File: src/rtl/mem_access_ctrl.sv
// Memory-stage access controller.
// Latches one load/store, runs it over a single-request RAM bus, and returns
// the aligned, extended load data. Misaligned accesses raise an exception
// pulse and never reach the bus.
module mem_access_ctrl (
  input  logic        i_clk,
  input  logic        i_rst,
  input  logic        i_mem_read_flag,
  input  logic        i_mem_write_flag,
  input  logic        i_mem_sign_ext_flag,
  input  logic [3:0]  i_mem_sel,
  input  logic [31:0] i_mem_write_data,
  input  logic [31:0] i_mem_addr,
  input  logic        i_flush,
  output logic        o_ram_en,
  output logic [3:0]  o_ram_write_en,
  output logic [31:0] o_ram_addr,
  output logic [31:0] o_ram_write_data,
  input  logic [31:0] i_ram_read_data,
  input  logic        i_ram_ready,
  output logic [31:0] o_read_data,
  output logic        o_result_valid,
  output logic        o_stall_request,
  output logic        o_addr_error_load,
  output logic        o_addr_error_store
);

  typedef enum logic [1:0] {
    ST_IDLE = 2'd0,
    ST_REQ  = 2'd1,
    ST_DONE = 2'd2
  } state_t;

  state_t      r_state;
  logic [31:0] r_addr;
  logic [3:0]  r_sel;
  logic [31:0] r_wdata;
  logic        r_sign;
  logic        r_write;
  logic        r_flushed;
  logic [31:0] r_read_data;

  // Natural alignment: halves on even bytes, words on multiples of four.
  function automatic logic f_aligned(input logic [3:0] sel, input logic [1:0] off);
    case (sel)
      4'b0011: f_aligned = (off[0] == 1'b0);
      4'b1111: f_aligned = (off == 2'b00);
      default: f_aligned = 1'b1;
    endcase
  endfunction

  // Copy the store data into every byte lane so the strobes pick the right one.
  function automatic logic [31:0] f_replicate(input logic [3:0] sel, input logic [31:0] data);
    case (sel)
      4'b0001: f_replicate = {4{data[7:0]}};
      4'b0011: f_replicate = {2{data[15:0]}};
      default: f_replicate = data;
    endcase
  endfunction

  // Shift the addressed lane down, then mask and extend to 32 bits.
  function automatic logic [31:0] f_extend(input logic [31:0] word, input logic [1:0] off,
                                           input logic [3:0] sel, input logic sgn);
    logic [31:0] sh;
    sh = word >> {off, 3'b000};
    case (sel)
      4'b0001: f_extend = {{24{sgn & sh[7]}}, sh[7:0]};
      4'b0011: f_extend = {{16{sgn & sh[15]}}, sh[15:0]};
      default: f_extend = sh;
    endcase
  endfunction

  logic w_sel_legal;
  logic w_access;
  logic w_aligned;
  logic w_accept;
  logic w_misalign;
  logic w_in_req;

  assign w_sel_legal = (i_mem_sel == 4'b0001) || (i_mem_sel == 4'b0011) || (i_mem_sel == 4'b1111);
  // Only IDLE looks at the pipeline; flush and reset mask the request outright.
  assign w_access    = (i_mem_read_flag | i_mem_write_flag) & w_sel_legal & ~i_flush & ~i_rst
                       & (r_state == ST_IDLE);
  assign w_aligned   = f_aligned(i_mem_sel, i_mem_addr[1:0]);
  assign w_accept    = w_access & w_aligned;
  assign w_misalign  = w_access & ~w_aligned;
  assign w_in_req    = (r_state == ST_REQ);

  // A store wins when both direction flags are set.
  assign o_addr_error_store = w_misalign & i_mem_write_flag;
  assign o_addr_error_load  = w_misalign & ~i_mem_write_flag;
  assign o_stall_request    = ~i_rst & (w_accept | w_in_req);

  // Bus side is driven purely from latched state, so it is stable across wait cycles.
  assign o_ram_en         = w_in_req;
  assign o_ram_addr       = w_in_req ? {r_addr[31:2], 2'b00} : 32'd0;
  assign o_ram_write_en   = (w_in_req & r_write) ? (r_sel << r_addr[1:0]) : 4'b0000;
  assign o_ram_write_data = w_in_req ? r_wdata : 32'd0;
  assign o_result_valid   = (r_state == ST_DONE);
  assign o_read_data      = r_read_data;

  // Access FSM: latch in IDLE, wait for ready in REQ, one-cycle DONE pulse.
  always_ff @(posedge i_clk or posedge i_rst) begin
    if (i_rst) begin
      r_state     <= ST_IDLE;
      r_addr      <= 32'd0;
      r_sel       <= 4'd0;
      r_wdata     <= 32'd0;
      r_sign      <= 1'b0;
      r_write     <= 1'b0;
      r_flushed   <= 1'b0;
      r_read_data <= 32'd0;
    end else begin
      case (r_state)
        ST_IDLE: begin
          if (w_accept) begin
            r_addr    <= i_mem_addr;
            r_sel     <= i_mem_sel;
            r_wdata   <= f_replicate(i_mem_sel, i_mem_write_data);
            r_sign    <= i_mem_sign_ext_flag;
            r_write   <= i_mem_write_flag;
            r_flushed <= 1'b0;
            r_state   <= ST_REQ;
          end
        end
        ST_REQ: begin
          // A flush cannot cancel the bus transfer, only its result.
          if (i_flush) begin
            r_flushed <= 1'b1;
          end
          if (i_ram_ready) begin
            if (r_flushed | i_flush) begin
              r_state <= ST_IDLE;
            end else begin
              r_read_data <= r_write ? 32'd0
                                     : f_extend(i_ram_read_data, r_addr[1:0], r_sel, r_sign);
              r_state     <= ST_DONE;
            end
          end
        end
        ST_DONE: begin
          r_state <= ST_IDLE;
        end
        default: begin
          r_state <= ST_IDLE;
        end
      endcase
    end
  end

endmodule
File: config.mk
export PLATFORM = sky130hd
export DESIGN_NAME = mem_access_ctrl
export DESIGN_NICKNAME = d
export VERILOG_FILES = /design/src/rtl/mem_access_ctrl.sv
export SDC_FILE = /design/constraint.sdc
export NUM_CORES = 1
export LEC_CHECK = 0
export ABC_AREA = 1
export CORE_MARGIN = 2
export CORE_UTILIZATION = 41
export CTS_BUF_LIST = sky130_fd_sc_hd__clkbuf_16
export DETAILED_ROUTE_END_ITERATION = 10
export PLACE_DENSITY_LB_ADDON = 0.3
export SLEW_MARGIN = 20
export SYNTH_ARGS = -nofsm -noshare
export SYNTH_HDL_FRONTEND = slang
export SYNTH_SLANG_ARGS = --single-unit
File: constraint.sdc
create_clock -name i_clk -period 3.2 [get_ports i_clk]
set_input_delay 0.64 -clock i_clk [delete_from_list [all_inputs] [get_ports i_clk]]
set_output_delay 0.64 -clock i_clk [all_outputs]
set_load 0.02 [all_outputs]
==> results_dict.tcl, run 1 <==
set metrics [dict create \
    status "complete, no violations" \
    grt_use_total_pct 23.4 \
    worst-endpoint-arrival_ns 2.27 \
    diodes 0 \
    powerDensity_nw_per_um2 525 \
    fmax_mhz 343 \
    placed_area_um2 8110 \
    clk_pin_slew_ns 0.07 \
    fin_util_pct 60.3 \
    clock_power_share_pct 23.3 \
    die_y_um 124 \
    totalPowerFinal_mw 4.41 \
    endpoint_kind "output port" \
    drtPass1Iterations 7 \
    crit_fanout 64 \
    syn-cell-area_um2 5870 \
    combPwrFrac_pct 34.4 \
    grt_pass1_wl_um 27800 \
    power_switching_mw 1.58 \
    report.final.setup_viol 0 \
    drive_gt1_share_pct 5.26 \
    nFillCells 1321 \
    die_w_um 124 \
    syn_avg_cell_area_um2 6.78 \
    finalWirelength_um 17500 \
    share_seq_of_total_power_pct 42.3 \
    seq_area_frac_synth_pct 44.8 \
    worst_skew_pair.late_latency_ns 0.35 \
    drv_cap 0 \
    rsz0062_at_grt "no" \
    crit_type "register to output port" \
    io_pins 212 \
    hp-class "register to register" \
    cts_tree "done" \
    coreArea_um2 13900 \
    dr_total_vias 6047 \
    antenna_found_initial 0 \
    hold_viol 0 \
    holdWs_ns 0.471 \
    initial_core_util_pct 42.1 \
    h-tree-depth 3 \
    dp_hpwl_um 12000 \
    final_area_um2 8400 \
    dp.cells 1225 \
    ys_ff_latch 105 \
    slew_headroom_pct 48.2 \
    yosys_warnings 0 \
    rows 43 \
    final.setup.worst_slack_ns 0.288 \
    grt_pass1_vias 5513 \
    p_sw_share_pct 35.7 \
    cts_sinks 105 \
    skew_ns 0.00910 \
    initialDrtViolationCount 471 \
    cts-root-buf "clkbuf_16" \
    p_leak_nw 4.27 \
    start_kind "register" \
    drc_errors 0 \
    setup_tns_ns 0 \
    port_buffers 209 \
    ir_drop_mv 0.239 \
    cts.path.max_buffers 2 \
    final_cells 1244 \
    finalCritPeriodShare_pct 91.0 \
    synth_cells 866 \
    ys_types 30 \
    slew_viol_final 0 \
    required_ns 2.56 \
    period_needed_ns 2.91 \
    gp_congestion 0.862 \
    internal_power_mw 2.84 \
    area_growth_pct 43.0 \
    die_area_um2 15300 \
    wire_per_inst_um 14.1 \
    viasPerCell 4.86 \
    antenna_left 0 \
    tightest_slew_ns 0.778 \
    grt_max_degree 106 \
    r2r_setup_slack_ns 1.14 \
    cts_buffers 9 \
    place_ws_ns 0.00682 \
    nets 1166 \
    grt_overflow 0 \
]
## cell families after synthesis
logic type	Yosys count	share of synthesized area [%]
compound gates	44	4.43
other cells	1	0.0639
simple gates	576	40.6
flops	105	44.8
buf+inv	140	10.1
## Yosys cell counts
| cell | n | area share, % |
|---|---|---|
| nand2_1 | 352 | 23 |
| nand3_1 | 123 | 10 |
| dfrtp_1 | 105 | 45 |
| nor2_1 | 87 | 5.6 |
| inv_1 | 83 | 5.3 |
| clkbuf_1 | 24 | 1.5 |
| o21ai_0 | 22 | 1.9 |
| buf_2 | 17 | 1.4 |
| buf_4 | 9 | 1.2 |
| a21oi_1 | 8 | 0.68 |
| o21a_1 | 8 | 1.0 |
| nor2_4 | 3 | 0.58 |
| buf_6 | 2 | 0.38 |
| clkinv_1 | 2 | 0.13 |
| inv_2 | 2 | 0.13 |
| nand2_2 | 2 | 0.21 |
| nand3_2 | 2 | 0.34 |
| nor3b_1 | 2 | 0.26 |
| o21ai_1 | 2 | 0.17 |
| a21oi_2 | 1 | 0.15 |
| a21oi_4 | 1 | 0.28 |
| a22o_1 | 1 | 0.15 |
| a31oi_1 | 1 | 0.11 |
| buf_1 | 1 | 0.064 |
| conb_1 | 1 | 0.064 |
| nand2_4 | 1 | 0.19 |
| nand4_1 | 1 | 0.11 |
| nor3_1 | 1 | 0.085 |
| nor3_2 | 1 | 0.17 |
| nor4_1 | 1 | 0.11 |
## cells in the final DEF, fill, tap and decap left out, types with 2 or more instances in the layout
cell type	n
clkinv_1	2
o21ai_1	2
buf_4	24
dlymetal6s2s_1	2
nor2_4	3
conb_1	2
nand2_2	3
nor2_1	87
nand3_1	123
o21ai_0	22
inv_1	82
clkinvlp_4	3
clkdlybuf4s50_1	206
a21oi_1	8
clkbuf_16	9
clkinv_2	4
nor3b_1	2
nand2_1	351
dfrtp_1	105
o21a_1	8
nand3_2	2
inv_2	3
## worst paths after layout
check,startpoint,endpoint,depth (start not counted)
setup / recovery,r_state[0],o_ram_write_data[31],6
min in group asynchronous,i_rst,r_addr[4],4
max in group asynchronous,i_rst,r_wdata[17],4
hold / removal,r_wdata[6],r_wdata[6],2
hold reg to reg,r_wdata[6],r_wdata[6],2
setup reg to reg,r_addr[1],o_read_data[20],9
## state kept, by name, summed over array words and instances, names as in the netlist
| register | flops |
|---|---|
| r_wdata | 32 |
| r_sel | 4 |
| r_sign | 1 |
| r_write | 1 |
| r_state | 2 |
| r_flushed | 1 |
| r_addr | 32 |
| o_read_data | 32 |
## cell type report
type | count | area (um^2) | share of cell area [%]
multi-input combinational | 622 | 2650 | 31.6
sequential | 105 | 2630 | 31.3
timing repair buffer | 234 | 2300 | 27.3
inverter | 87 | 330 | 3.93
clock buffer | 9 | 225 | 2.68
tap | 180 | 225 | 2.68
clock inverter | 7 | 38.8 | 0.462
## power groups by stage
stage,clock [mW],combinational (mW),sequential [mW]
after floorplan,0,0.839,1.96
final,1.03,1.52,1.87
after detailed placement,0,1.52,1.88
after CTS,1.06,1.53,1.87
after global placement,0,1.50,1.88
after global routing,1.10,1.72,1.91
## critical path, stage by stage (launching register included)
cell	delay, ns
dfrtp_1	0.40
inv_1	0.10
nor2_4	0.05
inv_2	0.05
buf_4	0.56
nor2_1	0.15
clkdlybuf4s50_1	0.58
## layer usage
metal | wire length, um | track usage [%]
met5 | 0 | 0
met4 | 397 | 9.23
met1 | 7660 | 32.2
met2 | 7950 | 35.8
met3 | 1520 | 5.45
## timing repair
action	4_1_cts	5_1_grt
pin swaps	0	0
endpoints found under the setup margin	1	2
gates cloned	0	0
hold buffers	0	0
buffers inserted	0	3
hold endpoints to repair	0	0
gates resized for setup	1	2
(Power assumes the default switching activity.)
==> inputs of run 2 (changes only) <==
--- a/config.mk
+++ b/config.mk
@@ -7,10 +7,11 @@
 export LEC_CHECK = 0
 export ABC_AREA = 1
 export CORE_MARGIN = 2
-export CORE_UTILIZATION = 41
+export CORE_UTILIZATION = 45
 export CTS_BUF_LIST = sky130_fd_sc_hd__clkbuf_16
 export DETAILED_ROUTE_END_ITERATION = 10
 export PLACE_DENSITY_LB_ADDON = 0.3
+export SETUP_SLACK_MARGIN = 0.15
 export SLEW_MARGIN = 20
 export SYNTH_ARGS = -nofsm -noshare
 export SYNTH_HDL_FRONTEND = slang
==> constraint.sdc (replaced) <==
create_clock -name i_clk -period 3 [get_ports i_clk]
set_input_delay 0.6 -clock i_clk [delete_from_list [all_inputs] [get_ports i_clk]]
set_output_delay 0.6 -clock i_clk [all_outputs]
set_load 0.02 [all_outputs]
==> results_dict.tcl, run 2 (same netlist as run 1, synthesis figures left out) <==
set metrics [dict create \
    fin_util_pct 66.6 \
    cpLargestDelayFamily "buffers and inverters" \
    crit_type "register to output port" \
    place_ws_ns -0.0991 \
    skew_ns 0.00596 \
    grt_pass1_vias 5689 \
    coreArea_um2 12700 \
    initial_core_util_pct 46.3 \
    drv_cap 0 \
    dp_hpwl_um 12300 \
    worst_path_largest_cell_delay_ns 0.68 \
    final_cell_mix "351 x nand2_1, 206 x clkdlybuf4s50_1, 123 x nand3_1" \
    routed-wl-met2_um 8010 \
    cts_tree "done" \
    r2r_setup_slack_ns 0.82 \
    die_area_um2 14000 \
    grt_overflow 0 \
    final_common_cell "nand2_1" \
    die_y_um 118 \
    finalWirelength_um 17200 \
    h-tree-depth 3 \
    period_needed_ns 2.74 \
    antenna_left 0 \
    slew_viol_final 0 \
    endpoint_kind "output port" \
    powerDensity_nw_per_um2 576 \
    io_pins 212 \
    nets 1166 \
    rsz0062_at_grt "no" \
    port_buffers 209 \
    drive_gt1_share_pct 5.45 \
    hold_viol 0 \
    rows 41 \
    cts.path.max_buffers 2 \
    area_growth_pct 43.8 \
    wl_met1_um 7420 \
    required_ns 2.40 \
    cts_sinks 105 \
    wire_per_inst_um 14.0 \
    wl_met3_um 1410 \
    drtPass1Iterations 5 \
    holdBufCountCts 0 \
    grt_use_total_pct 24.7 \
    crit_chain "nor2_4, inv_2, nor2_1, o21ai_0, a31oi_1, clkdlybuf4s50_1" \
    die_w_um 118 \
    start_kind "register" \
    cts-root-buf "clkbuf_16" \
    highest_layer "met4" \
    clk_pin_slew_ns 0.07 \
    tightest_slew_ns 0.792 \
    status "complete, no violations" \
    grt_max_degree 78 \
    cts_buffers 9 \
    crit_buf_inv 2 \
    antenna_found_initial 0 \
    viasPerCell 4.90 \
    initialDrtViolationCount 477 \
    finalCritPeriodShare_pct 91.4 \
    grt_pass1_wl_um 27900 \
    final.setup.worst_slack_ns 0.259 \
    ir_drop_mv 0.306 \
    drc_errors 0 \
    fmax_mhz 365 \
    report.final.setup_viol 0 \
    worst-endpoint-arrival_ns 2.14 \
    crit_fanout 4 \
    diodes 0 \
    crit_slowest_cell "clkdlybuf4s50_1" \
    worst_skew_pair.late_latency_ns 0.35 \
    gp_congestion 0.890 \
    slew_headroom_pct 47.2 \
    hp-class "register to register" \
    p_leak_nw 4.26 \
    dr_total_vias 6057 \
]
==> run 2: cell count changes in the layout (fill, tap and decap cells not counted), moves of 2 or more <==
cell / before / now
buf_4: 24 / 21
clkbuf_2: 0 / 3
clkinv_1: 2 / 5
clkinv_2: 4 / 1
buf_6: 0 / 2
bufinv_16: 0 / 2
clkinvlp_4: 3 / 1
dlymetal6s2s_1: 2 / 0
==> run 2: area by class of cell <==
type	count	area (um^2)
Clock buffer	9	225
Sequential cell	105	2630
Timing Repair Buffer	234	2300
Inverter	87	330
Tap cell	172	215
Fill cell	1148	4230
Clock inverter	7	85.1
Multi-Input combinational cell	622	2660
==> run 2: repair_timing <==
item,CTS,global route
buffers inserted,0,0
endpoints found under the setup margin,13,4
gates resized for setup,5,9
==> run 2: power by group <==
part	internal [mW]	total [mW]	switching, mW
clock	0.723	1.24	0.521
sequential	1.77	1.99	0.215
combinational	0.701	1.63	0.929
total	3.20	4.86	1.67
==> run 2: path summary, 6_finish.rpt <==
path / startpoint / endpoint / cells after the start
max: r_state[1] / o_ram_write_en[3] / 6
min: r_wdata[21] / r_wdata[21] / 2
min reg2reg: r_wdata[21] / r_wdata[21] / 2
max reg2reg: r_addr[0] / o_read_data[23] / 10
min in group asynchronous: i_rst / r_state[1] / 2
max in group asynchronous: i_rst / r_addr[13] / 3
==> run 2: per-stage QoR <==
| step | setup TNS (ns) | power [mW] | std cells | area, um^2 | hold slack (ns) |
|---|---|---|---|---|---|
| after floorplan | 0 | 2.98 | 867 | 5880 | 0.442 |
| after global placement | -0.282 | 3.60 | 1220 | 8130 | 0.454 |
| after detailed placement | -0.235 | 3.64 | 1220 | 8130 | 0.458 |
| after CTS | 0 | 4.89 | 1236 | 8450 | 0.475 |
| after global routing | 0 | 5.18 | 1236 | 8440 | 0.489 |
| final | 0 | 4.86 | 1236 | 8440 | 0.469 |
==> run 2: per-layer routing <==
| layer | up-vias | GRT usage, % |
|---|---|---|
| met3 | 29 | 6.27 |
| met2 | 229 | 39.0 |
| met5 | - | 0 |
| met1 | 2749 | 32.3 |
| li1 | 3050 | - |
| met4 | 0 | 9.94 |
==> run 2: tightest hold or removal path: stages, from the launching register on <==
cell and delay [ns]:
dfrtp_1 0.34, nand2_1 0.05, nand2_1 0.04
==> inputs of run 3 (changes only) <==
--- a/config.mk
+++ b/config.mk
@@ -6,7 +6,7 @@
 export NUM_CORES = 1
 export LEC_CHECK = 0
 export ABC_AREA = 1
-export CORE_MARGIN = 2
+export CORE_MARGIN = 5
 export CORE_UTILIZATION = 45
 export CTS_BUF_LIST = sky130_fd_sc_hd__clkbuf_16
 export DETAILED_ROUTE_END_ITERATION = 10
==> results_dict.tcl, run 3 (same netlist as run 1, synthesis figures left out) <==
set metrics [dict create \
    endpoint_kind "output port" \
    die_w_um 124 \
    finalWirelength_um 17900 \
    worst_skew_pair.late_latency_ns 0.35 \
    slew_headroom_pct 49.2 \
    grt_pass1_vias 5934 \
    die_y_um 124 \
    cts_tree "done" \
    viasPerCell 4.90 \
    dp_hpwl_um 12900 \
    cts.path.max_buffers 2 \
    ir_drop_mv 0.267 \
    wire_per_inst_um 14.5 \
    initial_core_util_pct 46.1 \
    port_buffers 209 \
    cts_buffers 9 \
    placed_area_um2 8120 \
    dp.cells 1218 \
    nFillCells 1188 \
    skew_ns 0.00936 \
    diodes 0 \
    crit_type "register to output port" \
    final_area_um2 8390 \
    rsz0062_at_grt "no" \
    drive_gt1_share_pct 5.17 \
    report.final.setup_viol 0 \
    multi_input_area_um2 2660 \
    fmax_mhz 366 \
    tightest_slew_ns 0.762 \
    antenna_left 0 \
    hold_viol 0 \
    io_pins 212 \
    holdBufCountCts 0 \
    antenna_found_initial 0 \
    totalPowerFinal_mw 4.68 \
    final_common_cell "nand2_1" \
    finalCritPeriodShare_pct 91.1 \
    dr_total_vias 6057 \
    final.setup.worst_slack_ns 0.266 \
    coreArea_um2 12700 \
    h-tree-depth 3 \
    grt_pass1_wl_um 29700 \
    cts_sinks 105 \
    cts-root-buf "clkbuf_16" \
    die_area_um2 15400 \
    p_leak_nw 4.31 \
    area_growth_pct 42.8 \
    period_needed_ns 2.73 \
    crit_fanout 46 \
    place_ws_ns -0.197 \
    holdWs_ns 0.467 \
    nets 1165 \
    initialDrtViolationCount 548 \
    final_cells 1235 \
    grt_max_degree 106 \
    grt_overflow 0 \
    worst-endpoint-arrival_ns 2.13 \
    powerDensity_nw_per_um2 558 \
    clk_pin_slew_ns 0.07 \
    gp_congestion 0.854 \
    grt_use_total_pct 23.2 \
    final_cell_mix "351 x nand2_1, 202 x clkdlybuf4s50_1, 122 x nand3_1" \
    status "complete, no violations" \
    rows 41 \
    seq_area_um2 2630 \
    required_ns 2.40 \
    drtPass1Iterations 5 \
    start_kind "register" \
    drv_cap 0 \
    drc_errors 0 \
    hp-class "register to register" \
    slew_viol_final 0 \
]
==> run 3: cell types whose count changed in the layout (fill, tap and decap cells not counted), moves of 2 or more <==
cell / delta
clkdlybuf4s50_1: -4
inv_1: +3
buf_6: -2
clkbuf_2: -2
bufinv_16: -2
buf_2: +2
dlymetal6s2s_1: +4
==> run 3: cell type report <==
type                    instances  area share [%]
inverters                      87            3.94
clock inverters                 7           0.373
flip-flops and latches        105            31.3
clock buffers                   9            2.69
well taps                     172            2.57
multi-input cells             622            31.8
repair buffers                233            27.3
==> run 3: worst max-delay path, cell delays in order, from the launching register on <==
cell	delay, ns
dfrtp_1	0.43
nor2_4	0.17
inv_2	0.06
buf_4	0.28
nor2_1	0.20
clkdlybuf4s50_1	0.63
==> run 3: timing repair <==
action                     in CTS  in global routing
setup endpoints to repair       3                  7
resized for setup              10                  9
buffers inserted                1                  0
==> run 3: metal layers <==
layer / vias up / wire length [um] / global-route usage (%)
li1: 3043 / - / -
met1: 2749 / 7690 / 30.1
met2: 225 / 8110 / 35.9
met3: 40 / 1540 / 6.99
met4: 0 / 599 / 9.93
met5: - / 0 / 0
==> run 3: per-stage QoR <==
step                utilization (%)  setup TNS (ns)
CTS                            65.9               0
finish                         65.9               0
global route                   65.9               0
global placement               63.8          -0.480
floorplan                         -               0
detailed placement             63.8          -0.532
==> run 3: final timing paths <==
kind	endpoint	slack, ns	cells after the start	start
max	o_ram_write_data[10]	0.27	5	r_state[1]
min	r_wdata[6]	0.47	2	r_wdata[6]
max reg2reg	o_read_data[16]	0.69	10	r_addr[0]
min reg2reg	r_wdata[6]	0.47	2	r_wdata[6]
max in group asynchronous	r_addr[21]	1.70	4	i_rst
min in group asynchronous	o_read_data[26]	0.89	4	i_rst
==> run 3: where the power goes <==
| group | leakage, nW | switching (mW) | internal [mW] |
|---|---|---|---|
| Clock | 0.134 | 0.518 | 0.547 |
| Sequential | 1.36 | 0.210 | 1.77 |
| Combinational | 2.81 | 0.934 | 0.697 |
